`config.mk`:
```
export PLATFORM = sky130hd
export DESIGN_NAME = game_sequencer
export DESIGN_NICKNAME = d
export VERILOG_FILES = /design/src/rtl/game_sequencer.sv
export SDC_FILE = /design/constraint.sdc
export NUM_CORES = 1
export LEC_CHECK = 0
export BUFFER_PORTS_ARGS = -buffer_cell sky130_fd_sc_hd__buf_2
export CORE_MARGIN = 2
export CORE_UTILIZATION = 35
export CTS_CLUSTER_DIAMETER = 80
export DETAILED_ROUTE_END_ITERATION = 10
export GPL_ROUTABILITY_DRIVEN = 0
export GPL_TIMING_DRIVEN = 0
export SYNTH_ARGS = -nofsm -noshare
export SYNTH_HDL_FRONTEND = slang
export SYNTH_SLANG_ARGS = --single-unit
```
`constraint.sdc`:
```
create_clock -name clk -period 2.6 [get_ports clk]
set_input_delay 0.13 -clock clk [delete_from_list [all_inputs] [get_ports clk]]
set_output_delay 0.13 -clock clk [all_outputs]
set_load 0.005 [all_outputs]
```
`src/rtl/game_sequencer.sv`:
```
// -----------------------------------------------------------------------------
// game_sequencer
//
// Top-level game-flow controller for the brick-smashing ball-and-paddle game.
//
// The controller steps through the game phases on frame ticks taken from the
// VGA vsync:
//   ATTRACT -> SERVE -> PLAY -> LOST / LEVEL -> ... -> GAMEOVER -> ATTRACT
//
// It also does the following:
//   - gates ball motion through ball_hold;
//   - requests score/lives and brick-array clears;
//   - emits life-decrement pulses to player_stats.
//
// Ports
//   clk          in   1  pixel clock, all state on posedge
//   reset        in   1  asynchronous assert, active-low reset
//   vsync        in   1  VGA vsync (clk domain), rising edge = frame tick
//   start_n      in   1  start button, active low, asynchronous
//   ball_y       in   9  current ball Y position
//   brick_hit    in   1  one-clk pulse per destroyed brick
//   lives        in   4  lives remaining (from player_stats)
//   state        out  3  0 ATTRACT, 1 SERVE, 2 PLAY, 3 LOST, 4 LEVEL, 5 GAMEOVER
//   ball_hold    out  1  ball frozen at serve position (all states but PLAY)
//   new_game     out  1  one-clk pulse, reset score and lives
//   clear_bricks out  1  one-clk pulse, restore all bricks
//   declives     out  1  one-clk pulse, decrement lives
//   level        out  4  current level, saturates at 15
//   bricks_left  out  8  bricks remaining this level
// -----------------------------------------------------------------------------
module game_sequencer #(
  parameter int SERVE_FRAMES = 60,
  parameter int LOST_FRAMES  = 90,
  parameter int LEVEL_FRAMES = 120,
  parameter int OVER_FRAMES  = 180,
  parameter int NUM_BRICKS   = 128,
  parameter int BALL_LOST_Y  = 232
) (
  input  logic       clk,
  input  logic       reset,
  input  logic       vsync,
  input  logic       start_n,
  input  logic [8:0] ball_y,
  input  logic       brick_hit,
  input  logic [3:0] lives,
  output logic [2:0] state,
  output logic       ball_hold,
  output logic       new_game,
  output logic       clear_bricks,
  output logic       declives,
  output logic [3:0] level,
  output logic [7:0] bricks_left
);

  typedef enum logic [2:0] {
    S_ATTRACT  = 3'd0,
    S_SERVE    = 3'd1,
    S_PLAY     = 3'd2,
    S_LOST     = 3'd3,
    S_LEVEL    = 3'd4,
    S_GAMEOVER = 3'd5
  } state_t;

  localparam logic [7:0] SERVE_LD    = 8'(SERVE_FRAMES);
  localparam logic [7:0] LOST_LD     = 8'(LOST_FRAMES);
  localparam logic [7:0] LEVEL_LD    = 8'(LEVEL_FRAMES);
  localparam logic [7:0] OVER_LD     = 8'(OVER_FRAMES);
  localparam logic [7:0] BRICKS_INIT = 8'(NUM_BRICKS);
  localparam logic [8:0] LOST_Y      = 9'(BALL_LOST_Y);

  state_t     st;
  logic [7:0] timer;

  // Frame tick and start-button synchroniser / edge detectors
  logic vsync_q;
  logic start_s1;
  logic start_s2;
  logic start_s3;

  always_ff @(posedge clk or negedge reset) begin
    if (!reset) begin
      vsync_q  <= 1'b0;
      start_s1 <= 1'b0;
      start_s2 <= 1'b0;
      start_s3 <= 1'b0;
    end else begin
      vsync_q  <= vsync;
      start_s1 <= start_n;
      start_s2 <= start_s1;
      start_s3 <= start_s2;
    end
  end

  logic       tick;
  logic       start_pulse;
  logic       timer_done;
  logic       ball_lost;
  logic [7:0] bricks_after_hit;

  assign tick        = vsync & ~vsync_q;
  // Falling edge of the synchronised button: it was high, it is now low.
  assign start_pulse = start_s3 & ~start_s2;
  // The phase ends on the tick that takes the timer from 1 to 0. A zero
  // timer is also treated as expired, so a timed phase can never stall.
  assign timer_done  = tick && (timer <= 8'd1);
  assign ball_lost   = tick && (ball_y >= LOST_Y);
  // Floor at zero so a stray hit can never wrap the count.
  assign bricks_after_hit = (brick_hit && (bricks_left != 8'd0)) ?
                            bricks_left - 8'd1 : bricks_left;

  // Game-flow FSM with registered outputs
  always_ff @(posedge clk or negedge reset) begin
    if (!reset) begin
      st           <= S_ATTRACT;
      timer        <= 8'd0;
      ball_hold    <= 1'b1;
      new_game     <= 1'b0;
      clear_bricks <= 1'b0;
      declives     <= 1'b0;
      level        <= 4'd0;
      bricks_left  <= BRICKS_INIT;
    end else begin
      // Pulses default low. No transition can fire twice in a row, so every
      // pulse is exactly one clock wide.
      new_game     <= 1'b0;
      clear_bricks <= 1'b0;
      declives     <= 1'b0;

      // Free-running frame countdown. A state entry below reloads the timer
      // and, as the later assignment, takes precedence over the decrement.
      if (tick && (timer != 8'd0)) begin
        timer <= timer - 8'd1;
      end

      case (st)
        S_ATTRACT: begin
          level       <= 4'd0;
          bricks_left <= BRICKS_INIT;
          ball_hold   <= 1'b1;
          if (start_pulse) begin
            st           <= S_SERVE;
            timer        <= SERVE_LD;
            new_game     <= 1'b1;
            clear_bricks <= 1'b1;
          end
        end

        S_SERVE: begin
          if (timer_done) begin
            st        <= S_PLAY;
            ball_hold <= 1'b0;
            timer     <= 8'd0;
          end
        end

        S_PLAY: begin
          bricks_left <= bricks_after_hit;
          // Clearing the level wins over a simultaneous ball loss, so the
          // player is not charged a life for the frame that finished the level.
          if (bricks_after_hit == 8'd0) begin
            st        <= S_LEVEL;
            ball_hold <= 1'b1;
            timer     <= LEVEL_LD;
          end else if (ball_lost) begin
            st        <= S_LOST;
            ball_hold <= 1'b1;
            timer     <= LOST_LD;
            declives  <= 1'b1;
          end
        end

        S_LOST: begin
          // lives already reflects the declives pulse issued on entry.
          if (timer_done) begin
            if (lives == 4'd0) begin
              st    <= S_GAMEOVER;
              timer <= OVER_LD;
            end else begin
              st    <= S_SERVE;
              timer <= SERVE_LD;
            end
          end
        end

        S_LEVEL: begin
          if (timer_done) begin
            st           <= S_SERVE;
            timer        <= SERVE_LD;
            level        <= (level == 4'd15) ? level : level + 4'd1;
            bricks_left  <= BRICKS_INIT;
            clear_bricks <= 1'b1;
          end
        end

        S_GAMEOVER: begin
          if (timer_done) begin
            st    <= S_ATTRACT;
            timer <= 8'd0;
          end
        end

        default: begin
          // Encodings 6 and 7 are not reachable. Recover to the idle screen.
          st        <= S_ATTRACT;
          ball_hold <= 1'b1;
          timer     <= 8'd0;
        end
      endcase
    end
  end

  assign state = st;

endmodule

```
# [Word-level counts from Yosys, hierarchy flattened]
# Cells that the tools add are included.
[classes] addsub=3 magnitude_cmp=2 n_eq_ne=13 mux=35 n_bitwise=5 reduce_logical=17
[op_table] operator="$mux 8" count=10
[op_table] operator="$pmux 8 s5" count=1
[op_table] operator="$mux 3" count=8
[op_table] operator="$pmux 8 s3" count=1
[op_table] operator="$pmux 3 s6" count=1
[op_table] operator="$reduce_bool 8->1" count=2
[op_table] operator="$sub 8x1->8 const B" count=2
[op_table] operator="$ne 2x2->1 const B" count=6
[op_table] operator="$ge 9x8->1 const B" count=1
[op_table] operator="$mux 1" count=9
[op_table] operator="$le 8x1->1 const B" count=1
[op_table] operator="$logic_not 8->1" count=1
[op_table] operator="$mux 4" count=2
[op_table] operator="$pmux 4 s2" count=1
[op_table] operator="$eq 3x2->1 const B" count=2
[op_table] operator="$eq 3x3->1 const B" count=2
[op_table] operator="$reduce_and 3->1" count=2
[op_table] operator="$reduce_and 6->1" count=1
[op_table] operator="$add 4x1->4 const B" count=1
[op_table] operator="$eq 4x4->1 const B" count=1
[op_table] operator="$logic_and 1x1->1" count=4
[op_table] operator="$logic_not 4->1" count=1
[op_table] operator="$eq 3x1->1 const B" count=1
[op_table] operator="$logic_not 3->1" count=1
[op_table] operator="other kinds (10)" count=13
[word_totals] regBits=31 input_bits=18 output_inout_bits=19

# [Longest topological paths before layout]
[depth] depth_word=7 mapped_depth=9 mapped_depth_nobuf=8

# [Least setup slack after synthesis]
# Ideal clock, no wire load.
[synth_timing] path_type="register -> register" start="reg bricks_left[0]" end="reg st[2], in the netlist state[2]" setup_time_ns=0.126 arrival_time_ns=2.046 required_ns=2.474 path_slack_ns=0.428 path_stages_with_launch=10 path_buffers=1 synth_period_minus_slack_ns=2.172 cell_sequence="dfrtp_1 -> inv_1 -> ha_1 -> clkbuf_2 -> nor4b_2 -> a21boi_0 -> nand2_1 -> nand4_4 -> a21oi_1 -> o32a_1"
[synth_between] elab_chain_len=6 word_cells_on_any_way=9 classes_between="1 x add/sub; 1 x eq/ne; 3 x mux; 4 x reduce/logical"
[synth_rtl] item="start: declaration" line_no="52" source="output logic [7:0] bricks_left"
[synth_rtl] item="start signal: assignment" line_no="157" source="bricks_left <= bricks_after_hit;"
[synth_rtl] item="branches (longest 2 deep; another with $sub 8x1->8)"
[synth_rtl] item="$mux 8 (*)" line_no="108" source="assign bricks_after_hit = (brick_hit && (bricks_left != 8'd0)) ?"
[synth_rtl] item="$logic_not 8->1 (*)" line_no="160" source="if (bricks_after_hit == 8'd0) begin"
[synth_rtl] item="$ne 3x3->1 (no line) / $mux 3 (equally long branches)"
[synth_rtl] item="$reduce_and 6->1 (no line) / $pmux 3 s6 (equally long branches)"
[synth_rtl] item="end signal: assignment" line_no="114" source="st <= S_ATTRACT;"
[synth_rtl] item="end signal: assignment" line_no="161" source="st <= S_LEVEL;"
[synth_rtl] item="end signal: assignment" line_no="165" source="st <= S_LOST;"
[synth_rtl] item="end: declaration" line_no="71" source="state_t st;"
# Every way passes the cells marked *.
# A chain may end at the register's enable or synchronous reset.

# [Worst setup path in the final report]
# Same ends and word-level chain as after synthesis.

==> flow_metrics.env <==
export IMPL_synth_simple_area_share_pct=24.9
export IMPL_wl_met3_um=167
export IMPL_synth_xor_area_share_pct=2.26
export IMPL_wl_met1_mm=2.18
export IMPL_finalWorstPathRequiredPeriod_ps=2350
export IMPL_synth_edf_count=0
export IMPL_num_rows=27
export IMPL_drt_iter0_markers=103
export IMPL_syn_area_sq_um=1940
export IMPL_skew_ps=7.62
export IMPL_synth_common_cells="dfrtp_1, nor2_1, nand2_1, o21ai_0, nand3_1"
export IMPL_clk_latency_ps=280
export IMPL_fp_dieArea_sq_um=6160
export IMPL_vias=1776
export IMPL_cts_tree="built"
export IMPL_design_area_sq_um=2320
export IMPL_fillCellCount=541
export IMPL_post_cts_buffers=0
export IMPL_synth_avg_cell_area_sq_um=9.11
export IMPL_viasPerCell=5.40
export IMPL_synth_compound_area_share_pct=25.7
export IMPL_final_util_pct=42.6
export IMPL_grt_max_degree=32
export IMPL_postSynthCellCount=213
export IMPL_crit_fanout=9
export IMPL_clock_root_buffer="clkbuf_8"
export IMPL_critPathCaptureType="flip-flop"
export IMPL_synth_largest_area_cell="dfrtp_1"
export IMPL_drive_above_1_share_pct=23.3
export IMPL_p_per_area_nw_per_um2=1120
export IMPL_worstSetupPathType="reg2reg"
export IMPL_cap_violations=0
export IMPL_async_flop_share_pct=100
export IMPL_multi_input_area_sq_um=1100
export IMPL_drtAntennaViolNets=0
export IMPL_crit_slowest_cell="dfrtp_1"
export IMPL_tightest_slew_ps=681
export IMPL_setup_viol=0
export IMPL_yosysSeqAreaShare_pct=40.1
export IMPL_synthMuxAreaShare_pct=1.10
export IMPL_io_buffer_count=33
export IMPL_antenna_found_initial=0
export IMPL_synthDominantCellAreaShare_pct=37.4
export IMPL_relSlewSlack_pct=54.6
export IMPL_p_total_w=0.00259
export IMPL_cpPeakStageDelay_ps=500
export IMPL_rsz0062_at_grt="no"
export IMPL_fmax_mhz=426
export IMPL_design_core_area_sq_um=5440
export IMPL_wl_mm=4.45
export IMPL_synth_ff_type="dfrtp_1"
export IMPL_grt_pass1_vias=1605
export IMPL_synth_nets=235
export IMPL_met2WireLength_mm=2.06
export IMPL_path_clk_slew_ps=60
export IMPL_synthTopCellsByArea="dfrtp_1, nor2_1, o21ai_0"
export IMPL_yosysWarnings=0
export IMPL_die_h_um=78.5
export IMPL_drc=0
export IMPL_grt_usage_pct=15.8
export IMPL_highest_layer="met4"
export IMPL_cts_made_buffers=5
export IMPL_overflow=0
export IMPL_start_util_pct=35.7
export IMPL_dp_slack_ps=67.0
export IMPL_cts_max_level=2
export IMPL_critical_path_required_ps=2750
export IMPL_first_pass_iters=4
export IMPL_synthAdderAreaFrac_pct=2.58
export IMPL_setup_tns_ps=0
export IMPL_cts_sinks=31
export IMPL_fin_ws_ps=252
export IMPL_fp_dieW_um=78.5
export IMPL_min_path_type="in2reg"
export IMPL_dp_hpwl_mm=3.29
export IMPL_wire_per_inst_um=13.5
export IMPL_ir_drop_uv=445
export IMPL_crit_buf_inv=2
export IMPL_syn_to_final_growth_pct=19.4
export IMPL_synth_top_family_by_area="compound AO/OA/AOI/OAI gates"
export IMPL_cts_buffer_depth=2
export IMPL_synth_most_common_cell="dfrtp_1"
export IMPL_period_share_pct=90.3
export IMPL_status="complete, no violations"
export IMPL_synth_cell_type_count=60
export IMPL_ys_seq_elements=31
export IMPL_path_cells="inv_1 > ha_1 > clkbuf_2 > nor4b_2 > a21boi_1 > nand2_1 > nand4_4 > a21oi_1 > o32a_1"
export IMPL_final_hold_viol_count=0
export IMPL_nets=278
export IMPL_leakagePower_nw=0.996
export IMPL_diodes=0
export IMPL_slew_violations=0
export IMPL_arrival_ps=2500
export IMPL_start_kind="flip-flop"
export IMPL_io_pins=37
export IMPL_seqCellArea_sq_um=778
export IMPL_cp_top_family="compound AO/OA/AOI/OAI gates"
export IMPL_dpl_instance_area_sq_um=2200
export IMPL_grt_first_pass_wirelength_mm=7.69
## repair_timing
action / CTS / global route
hold buffers: 3 / 0
endpoints found under the hold margin: 31 / 0
resized for setup: 0 / 1
setup endpoints to repair: 0 / 7
## routing by layer
metal	up-vias	track usage (%)
met5	-	0
met4	0	4.74
met3	4	3.56
met2	37	25.8
met1	857	21.0
li1	878	-
## flip-flops by register name (all words and copies together), names as in the netlist
name and count:
new_game 1, vsync_q 1, ball_hold 1, start_s1 1, start_s3 1, state 3, clear_bricks 1, level 4
timer 8, declives 1, bricks_left 8, start_s2 1
## where the power goes
group / internal [W] / leakage, nW / switching (W) / total (W)
registers: 0.000647 / 0.394 / 0.000232 / 0.000879
logic: 0.000567 / 0.554 / 0.000765 / 0.00133
clock network: 0.000213 / 0.0482 / 0.000167 / 0.000380
## final cells by class
cell class | count | area share [%]
multi-input combinational | 165 | 47.3
sequential | 31 | 33.6
timing repair buffer | 36 | 8.42
tap | 72 | 3.89
clock buffer | 7 | 3.73
inverter | 9 | 1.46
buffer | 8 | 1.40
clock inverter | 1 | 0.216
## kinds of logic (layout without fill, tap and decap cells)
family          Yosys count  count (layout)
compound gates           68              68
fa+ha+maj                 4               4
buf+inv                  17              61
simple gates             86              86
xor+xnor                  5               5
flops                    31              31
mux                       2               2
## through the flow
stage,hold slack [ps],instances
5_1_grt,251,329
3_5_place_dp,221,318
4_1_cts,202,329
3_3_place_gp,212,318
6_report,220,329
2_1_floorplan,-166,213
## path summary, 6_finish.rpt
kind,startpoint,end,slack (ps),cells after the start
worst max-delay path,bricks_left[0],state[2],250,9
worst min-delay path,brick_hit,bricks_left[4],220,3
worst max register to register,bricks_left[0],state[2],250,9
worst min register to register,start_s1,start_s2,360,0
max in group asynchronous,reset,level[0],1730,2
min in group asynchronous,reset,bricks_left[5],430,2
## cell usage in the layout (no fill, tap or decap), types with 3 or more instances in the layout
master and instances:
nand3b_1 3, o221ai_1 3, a21oi_1 10, clkbuf_1 7, o21ai_0 17, ha_1 4
nor2_1 23, dlygate4sd3_1 3, a31oi_1 4, inv_1 9, nand3_1 11, dfrtp_1 29
nor3_1 9, nand2b_1 3, clkbuf_8 6, o21ai_1 4, nand2_1 19, xor2_1 3
buf_2 34
## worst register-to-register path, stage by stage, from the launching register on
cell	delay, ps
dfrtp_1	500
inv_1	80
ha_1	190
clkbuf_2	170
nor4b_2	190
a21boi_1	360
nand2_1	160
nand4_4	190
a21oi_1	90
o32a_1	290
(Power assumes the default switching activity.)
